==> config.mk <==
export PLATFORM = sky130hd
export DESIGN_NAME = instr_encoder_loader
export DESIGN_NICKNAME = d
export VERILOG_FILES = /design/src/rtl/enc_pkg.sv /design/src/rtl/instr_enc.sv /design/src/rtl/instr_encoder_loader.sv
export SDC_FILE = /design/constraint.sdc
export NUM_CORES = 1
export LEC_CHECK = 0
export CAP_MARGIN = 20
export CORE_MARGIN = 2
export CORE_UTILIZATION = 40
export DETAILED_ROUTE_END_ITERATION = 8
export GPL_TIMING_DRIVEN = 0
export SYNTH_ARGS = -nofsm -noshare
export SYNTH_HDL_FRONTEND = slang
export SYNTH_SLANG_ARGS = --single-unit
==> constraint.sdc <==
create_clock -name clk -period 2.8 [get_ports clk]
set_clock_uncertainty 0.15 [all_clocks]
set_input_delay 0.28 -clock clk [delete_from_list [all_inputs] [get_ports clk]]
set_output_delay 0.28 -clock clk [all_outputs]
set_load 0.005 [all_outputs]
==> src/rtl/enc_pkg.sv <==
// Shared types and constants for the instruction encoder/loader: kind codes,
// RV32I major opcodes, loader FSM states and an immediate range helper.
package enc_pkg;

  typedef enum logic [2:0] {
    KIND_LW    = 3'd0,
    KIND_SW    = 3'd1,
    KIND_BEQ   = 3'd2,
    KIND_JAL   = 3'd3,
    KIND_RTYPE = 3'd4,
    KIND_ITYPE = 3'd5,
    KIND_RSV6  = 3'd6,
    KIND_RSV7  = 3'd7
  } kind_e;

  // Major opcodes, identical to the values the control decoder matches on.
  localparam logic [6:0] OPC_LOAD   = 7'b0000011;
  localparam logic [6:0] OPC_STORE  = 7'b0100011;
  localparam logic [6:0] OPC_BRANCH = 7'b1100011;
  localparam logic [6:0] OPC_JAL    = 7'b1101111;
  localparam logic [6:0] OPC_OP     = 7'b0110011;
  localparam logic [6:0] OPC_OPIMM  = 7'b0010011;

  typedef enum logic [1:0] {
    ST_IDLE  = 2'd0,
    ST_LOAD  = 2'd1,
    ST_DRAIN = 2'd2,
    ST_DONE  = 2'd3
  } state_e;

  // True when the 21-bit immediate is representable as a 'bits'-wide signed value.
  function automatic logic fits_signed(input logic [20:0] imm, input int bits);
    logic ok;
    ok = 1'b1;
    for (int b = 0; b < 21; b++) begin
      if (b >= bits - 1 && imm[b] != imm[20]) ok = 1'b0;
    end
    return ok;
  endfunction

endpackage

==> src/rtl/instr_enc.sv <==
// Combinational RV32I encoder for the six supported instruction kinds.
// Optional immediate range checking is enabled with ENC_RANGE_CHECK_EN.
module instr_enc
  import enc_pkg::*;
(
  input  kind_e       kind,
  input  logic [4:0]  rd,
  input  logic [4:0]  rs1,
  input  logic [4:0]  rs2,
  input  logic [2:0]  funct3,
  input  logic        funct7b5,
  input  logic [20:0] imm,
  output logic [31:0] word,
  output logic        illegal,
  output logic        range_err
);

  always_comb begin
    word    = '0;
    illegal = 1'b0;
    case (kind)
      KIND_LW:    word = {imm[11:0], rs1, 3'b010, rd, OPC_LOAD};
      KIND_SW:    word = {imm[11:5], rs2, rs1, 3'b010, imm[4:0], OPC_STORE};
      KIND_BEQ:   word = {imm[12], imm[10:5], rs2, rs1, 3'b000, imm[4:1], imm[11], OPC_BRANCH};
      KIND_JAL:   word = {imm[20], imm[10:1], imm[11], imm[19:12], rd, OPC_JAL};
      KIND_RTYPE: word = {1'b0, funct7b5, 5'b00000, rs2, rs1, funct3, rd, OPC_OP};
      KIND_ITYPE: word = {imm[11:0], rs1, funct3, rd, OPC_OPIMM};
      default:    illegal = 1'b1;
    endcase
  end

`ifdef ENC_RANGE_CHECK_EN
  // Branch and jump targets must be halfword aligned; others must fit their field.
  always_comb begin
    range_err = 1'b0;
    case (kind)
      KIND_LW, KIND_SW, KIND_ITYPE: range_err = !fits_signed(imm, 12);
      KIND_BEQ:                     range_err = !fits_signed(imm, 13) || imm[0];
      KIND_JAL:                     range_err = imm[0];
      default:                      range_err = 1'b0;
    endcase
  end
`else
  assign range_err = 1'b0;
`endif

endmodule

==> src/rtl/instr_encoder_loader.sv <==
// Accepts instruction fields, encodes them to RV32I words and streams the words
// into instruction memory from BASE_ADDR. Optional macro: ENC_RANGE_CHECK_EN.
module instr_encoder_loader
  import enc_pkg::*;
#(
  parameter logic [31:0] BASE_ADDR  = 32'h0000_0000,
  parameter int          FIFO_DEPTH = 4
) (
  input  logic        clk,
  input  logic        reset,
  input  logic        in_valid,
  output logic        in_ready,
  input  logic [2:0]  in_kind,
  input  logic [4:0]  in_rd,
  input  logic [4:0]  in_rs1,
  input  logic [4:0]  in_rs2,
  input  logic [2:0]  in_funct3,
  input  logic        in_funct7b5,
  input  logic [20:0] in_imm,
  input  logic        in_last,
  output logic        imem_we,
  output logic [31:0] imem_addr,
  output logic [31:0] imem_wdata,
  input  logic        imem_ready,
  output logic        done,
  output logic        err
);

  localparam int         AW      = $clog2(FIFO_DEPTH);
  localparam logic [AW:0] DEPTH_C = (AW + 1)'(FIFO_DEPTH);
  localparam logic [AW:0] ONE_C   = (AW + 1)'(1);

  state_e      state_reg, state_next;
  logic [31:0] enc_word_reg;
  logic        enc_pending_reg;
  logic [31:0] mem [FIFO_DEPTH];
  logic [AW-1:0] wr_ptr_reg, rd_ptr_reg;
  logic [AW:0] count_reg;
  logic [AW:0] occupancy;
  logic [31:0] addr_reg;
  logic        err_reg;

  logic [31:0] enc_word;
  logic        enc_illegal, enc_range_err;
  logic        transfer, push, pop, drained;

  instr_enc u_enc (
    .kind      (kind_e'(in_kind)),
    .rd        (in_rd),
    .rs1       (in_rs1),
    .rs2       (in_rs2),
    .funct3    (in_funct3),
    .funct7b5  (in_funct7b5),
    .imm       (in_imm),
    .word      (enc_word),
    .illegal   (enc_illegal),
    .range_err (enc_range_err)
  );

  // The word sitting in the encode register is counted as occupied so that
  // accepting fields can never overrun the buffer one cycle later.
  assign occupancy  = count_reg + {{AW{1'b0}}, enc_pending_reg};
  assign in_ready   = !reset && (state_reg != ST_DONE) && (occupancy < DEPTH_C);
  assign transfer   = in_valid && in_ready;
  assign push       = enc_pending_reg;
  assign imem_we    = (count_reg != '0);
  assign pop        = imem_we && imem_ready;
  assign imem_wdata = imem_we ? mem[rd_ptr_reg] : '0;
  assign imem_addr  = addr_reg;
  assign done       = (state_reg == ST_DONE);
  assign err        = err_reg;

  assign drained = !enc_pending_reg && !transfer &&
                   ((count_reg == '0) || ((count_reg == ONE_C) && pop));

  always_comb begin
    state_next = state_reg;
    case (state_reg)
      ST_IDLE:  if (transfer) state_next = in_last ? ST_DRAIN : ST_LOAD;
      ST_LOAD:  if (transfer && in_last) state_next = ST_DRAIN;
      ST_DRAIN: if (drained) state_next = ST_DONE;
      ST_DONE:  state_next = ST_IDLE;
      default:  state_next = ST_IDLE;
    endcase
  end

  always_ff @(posedge clk or posedge reset) begin
    if (reset) begin
      state_reg       <= ST_IDLE;
      enc_word_reg    <= '0;
      enc_pending_reg <= 1'b0;
      wr_ptr_reg      <= '0;
      rd_ptr_reg      <= '0;
      count_reg       <= '0;
      addr_reg        <= BASE_ADDR;
      err_reg         <= 1'b0;
    end else begin
      state_reg       <= state_next;
      enc_pending_reg <= transfer && !enc_illegal && !enc_range_err;
      if (transfer) enc_word_reg <= enc_word;
      if (transfer && (enc_illegal || enc_range_err)) err_reg <= 1'b1;
      if (push) wr_ptr_reg <= wr_ptr_reg + AW'(1);
      if (pop) rd_ptr_reg <= rd_ptr_reg + AW'(1);
      case ({push, pop})
        2'b10:   count_reg <= count_reg + ONE_C;
        2'b01:   count_reg <= count_reg - ONE_C;
        default: count_reg <= count_reg;
      endcase
      // Entering DONE rewinds the write address for the next program.
      if (state_next == ST_DONE) addr_reg <= BASE_ADDR;
      else if (pop) addr_reg <= addr_reg + 32'd4;
    end
  end

  always_ff @(posedge clk) begin
    if (push) mem[wr_ptr_reg] <= enc_word_reg;
  end

endmodule

==> reports/metrics.yaml <==
clock_tree:
  clkLatencyLatePin_ns: 0.43
  cts_tree: "built"
  hold_buffers: 0
  cts_buffer_depth: 2
  path_clk_slew_ns: 0.07
  numCtsBuffers: 17
  htreeDepth: 4
  cts.sinks: 191
  root_buffer: "clkbuf_16"
drt:
  first_pass_iters: 6
  drtIter0Drc: 240
  vias_per_cell: 5.22
  wl_per_cell_um: 18.8
  dr_total_vias: 5343
  drc: 0
  drt.antenna.violating_nets: 0
  postRouteWirelength_um: 19300
timing:
  relSlewSlack_pct: 35.9
  fin_crit_sh_pct: 97.5
  worst_slew_pin_slew_ns: 0.951
  rsz0062_at_grt: "yes"
  setup_ws_ns: 0.0701
  timing.fmax_mhz: 366
  drv_slew: 0
  finalSetupViolCount: 0
  worst_hold_slack_ns: 0.0370
  period_needed_ns: 2.73
  hold_viol_final: 0
synthesis:
  netlist_area_mm2: 0.00845
  synth_edf_count: 120
  synth_seq_area_share_pct: 63.7
  ys.flop_type: "edfxtp_1"
  syn_area_per_cell_um2: 14.1
  yosysUniqueCellTypes: 51
  yosys_warnings: 0
  ys_async_sr_fraction_pct: 37.2
  syn_inst: 600
  synth_seq_cells: 191
floorplanning:
  core_mm2: 0.0209
  rows: 53
  die_w_um: 149
  die_h_um: 149
  die-area_mm2: 0.0223
  io_pins: 116
  initial_core_util_pct: 40.4
grt:
  antenna_found_initial: 0
  grt_first_pass_wirelength_um: 30200
  grt_pass1_vias: 5595
  grt_max_degree: 51
  grt_remaining_overflow: 0
  grt_use_total_pct: 18.1
power_and_ir_drop:
  powerDensity_mw_per_mm2: 889
  leakagePower_nw: 3.95
  irDropWorstVdd_mv: 0.514
worst_setup_path:
  crit_type: "reg2out"
  required_ns: 2.37
  crit_path_start: "rd_ptr_reg[0]"
  reg2reg_from: "enc_pending_reg"
  worst-path-max-fanout: 10
  reg2reg_slack_ns: 0.33
  cp-start-kind: "flip-flop"
  rr_worst_depth: 5
  worstSetupEndpointType: "output pin"
  cp.arrival_ns: 2.30
  reg2reg_to: "imem_addr[2]"
placed_design:
  port_buffers: 112
  hpwl_um: 13100
  dp_slack_ns: -0.147
  routabilityCongestion: 0.853
worst_hold_path:
  holdCritPathClass: "in2async"
layout:
  nFillCells: 1811
  antennaDiodeCount: 0
  finalNetCount: 793
  drive_gt1_share_pct: 15.4
  area_growth_pct: 25.4
  largest_reg_flops: 120
run:
  max-cap-violations: 0
run_status:
  status: "completed"
## kinds of logic after synthesis
| group | synth area share [%] |
|---|---|
| multiplexers | 10.2 |
| AND/OR/NAND/NOR | 11.9 |
| flip-flops | 63.7 |
| adder cells (fa/ha/maj) | 1.48 |
| other | 0.0444 |
| buffers and inverters | 3.51 |
| XOR/XNOR | 3.42 |
| AO/OA/AOI/OAI | 5.73 |
## Yosys cell counts, types with 3 or more instances
master    count  area (um2)
buf_4         4        30.0
nand4_1       5        31.3
o21ai_0      16        80.1
mux2i_1      10         100
dfrtp_1      71        1780
mux2_2        8        90.1
nor4_1        5        31.3
nand3_1      16        80.1
a211oi_1      4        30.0
xnor2_1      23         201
buf_2         3        15.0
o221ai_1     10        87.6
and2_1       34         213
nor2_1       34         128
and3_1       12        75.1
nor2b_1       6        37.5
ha_1         10         125
inv_1        21        78.8
nand2_1      41         154
mux4_2       30         676
clkbuf_1     18        67.6
o21a_1       10        75.1
nor4_4        3        63.8
nor3_1       10        50.1
a22oi_1       4        30.0
edfxtp_1    120        3600
xor2_1       10        87.6
buf_1         6        22.5
a21oi_1      25         125
## worst max-delay path, stage by stage (launching register included)
cell	delay, ns
dfrtp_2	0.44
buf_8	0.19
mux4_2	0.50
and2_1	0.18
buf_4	0.12
clkdlybuf4s50_1	0.43
## worst max-delay path by stage
stage                                 to  slack [ns]  depth (start not counted)
after floorplan                 in_ready        0.24                          2
after global placement          in_ready       -1.49                          4
after detailed placement  imem_wdata[30]       -0.15                          5
after CTS                  imem_wdata[3]       0.008                          5
after global routing       imem_wdata[3]       -0.02                          5
final                      imem_wdata[3]        0.07                          5
## area by class of cell
type,count,area (um2),share of cell area (%)
flip-flops and latches,191,5380,50.8
multi-input cells,352,2780,26.2
repair buffers,116,1170,11.1
clock buffers,17,425,4.02
well taps,275,344,3.25
plain buffers,35,254,2.40
clock inverters,15,150,1.42
inverters,22,85.1,0.803
## report_power, final
part           switching [mW]  internal, mW  total [mW]
Sequential              0.399          3.68        4.08
Combinational            1.26          1.71        2.98
Clock                    1.11          1.26        2.37
## metal layers
metal	part of all wire [%]	wire length, um	GRT usage, %	vias up
met4	2.2	417	6.76	0
met2	52	10100	31.5	124
met1	42	8150	22.6	2708
met5	0	0	0	-
li1	-	-	-	2478
met3	3.3	627	3.15	33
## cell usage in the layout, fill, tap and decap left out, drive strengths merged, types with 10 or more instances in the layout
cell / netlist / final
nand2: 41 / 41
mux2i: 10 / 10
nor3: 10 / 10
and3: 12 / 12
a21oi: 25 / 25
nor2: 36 / 36
and2: 35 / 35
xor2: 10 / 10
ha: 10 / 10
xnor2: 23 / 23
inv: 21 / 29
o21ai: 16 / 16
dfrtp: 71 / 71
mux4: 30 / 30
nand3: 18 / 18
clkdlybuf4s50: 0 / 112
buf: 16 / 22
o221ai: 10 / 10
o21a: 10 / 10
edfxtp: 120 / 120
clkbuf: 20 / 34
## repair_timing
item | 4_1_cts | 5_1_grt
gates resized for setup | 20 | 8
setup buffers | 2 | 1
setup endpoints to repair | 32 | 16
## per-stage QoR
stage          cell area, um2  TNS [ns]  power [mW]  instances  util, %
2_1_floorplan            8450         0        5.63        601        -
3_3_place_gp             9920    -63.20        6.95        988     47.5
3_5_place_dp             9950     -1.41        7.07        989     47.6
4_1_cts                 10600         0        9.49       1022     50.6
5_1_grt                 10600   -0.0538        9.90       1023     50.7
6_report                10600         0        9.42       1023     50.7
Power figures use the tool's default switching activity.
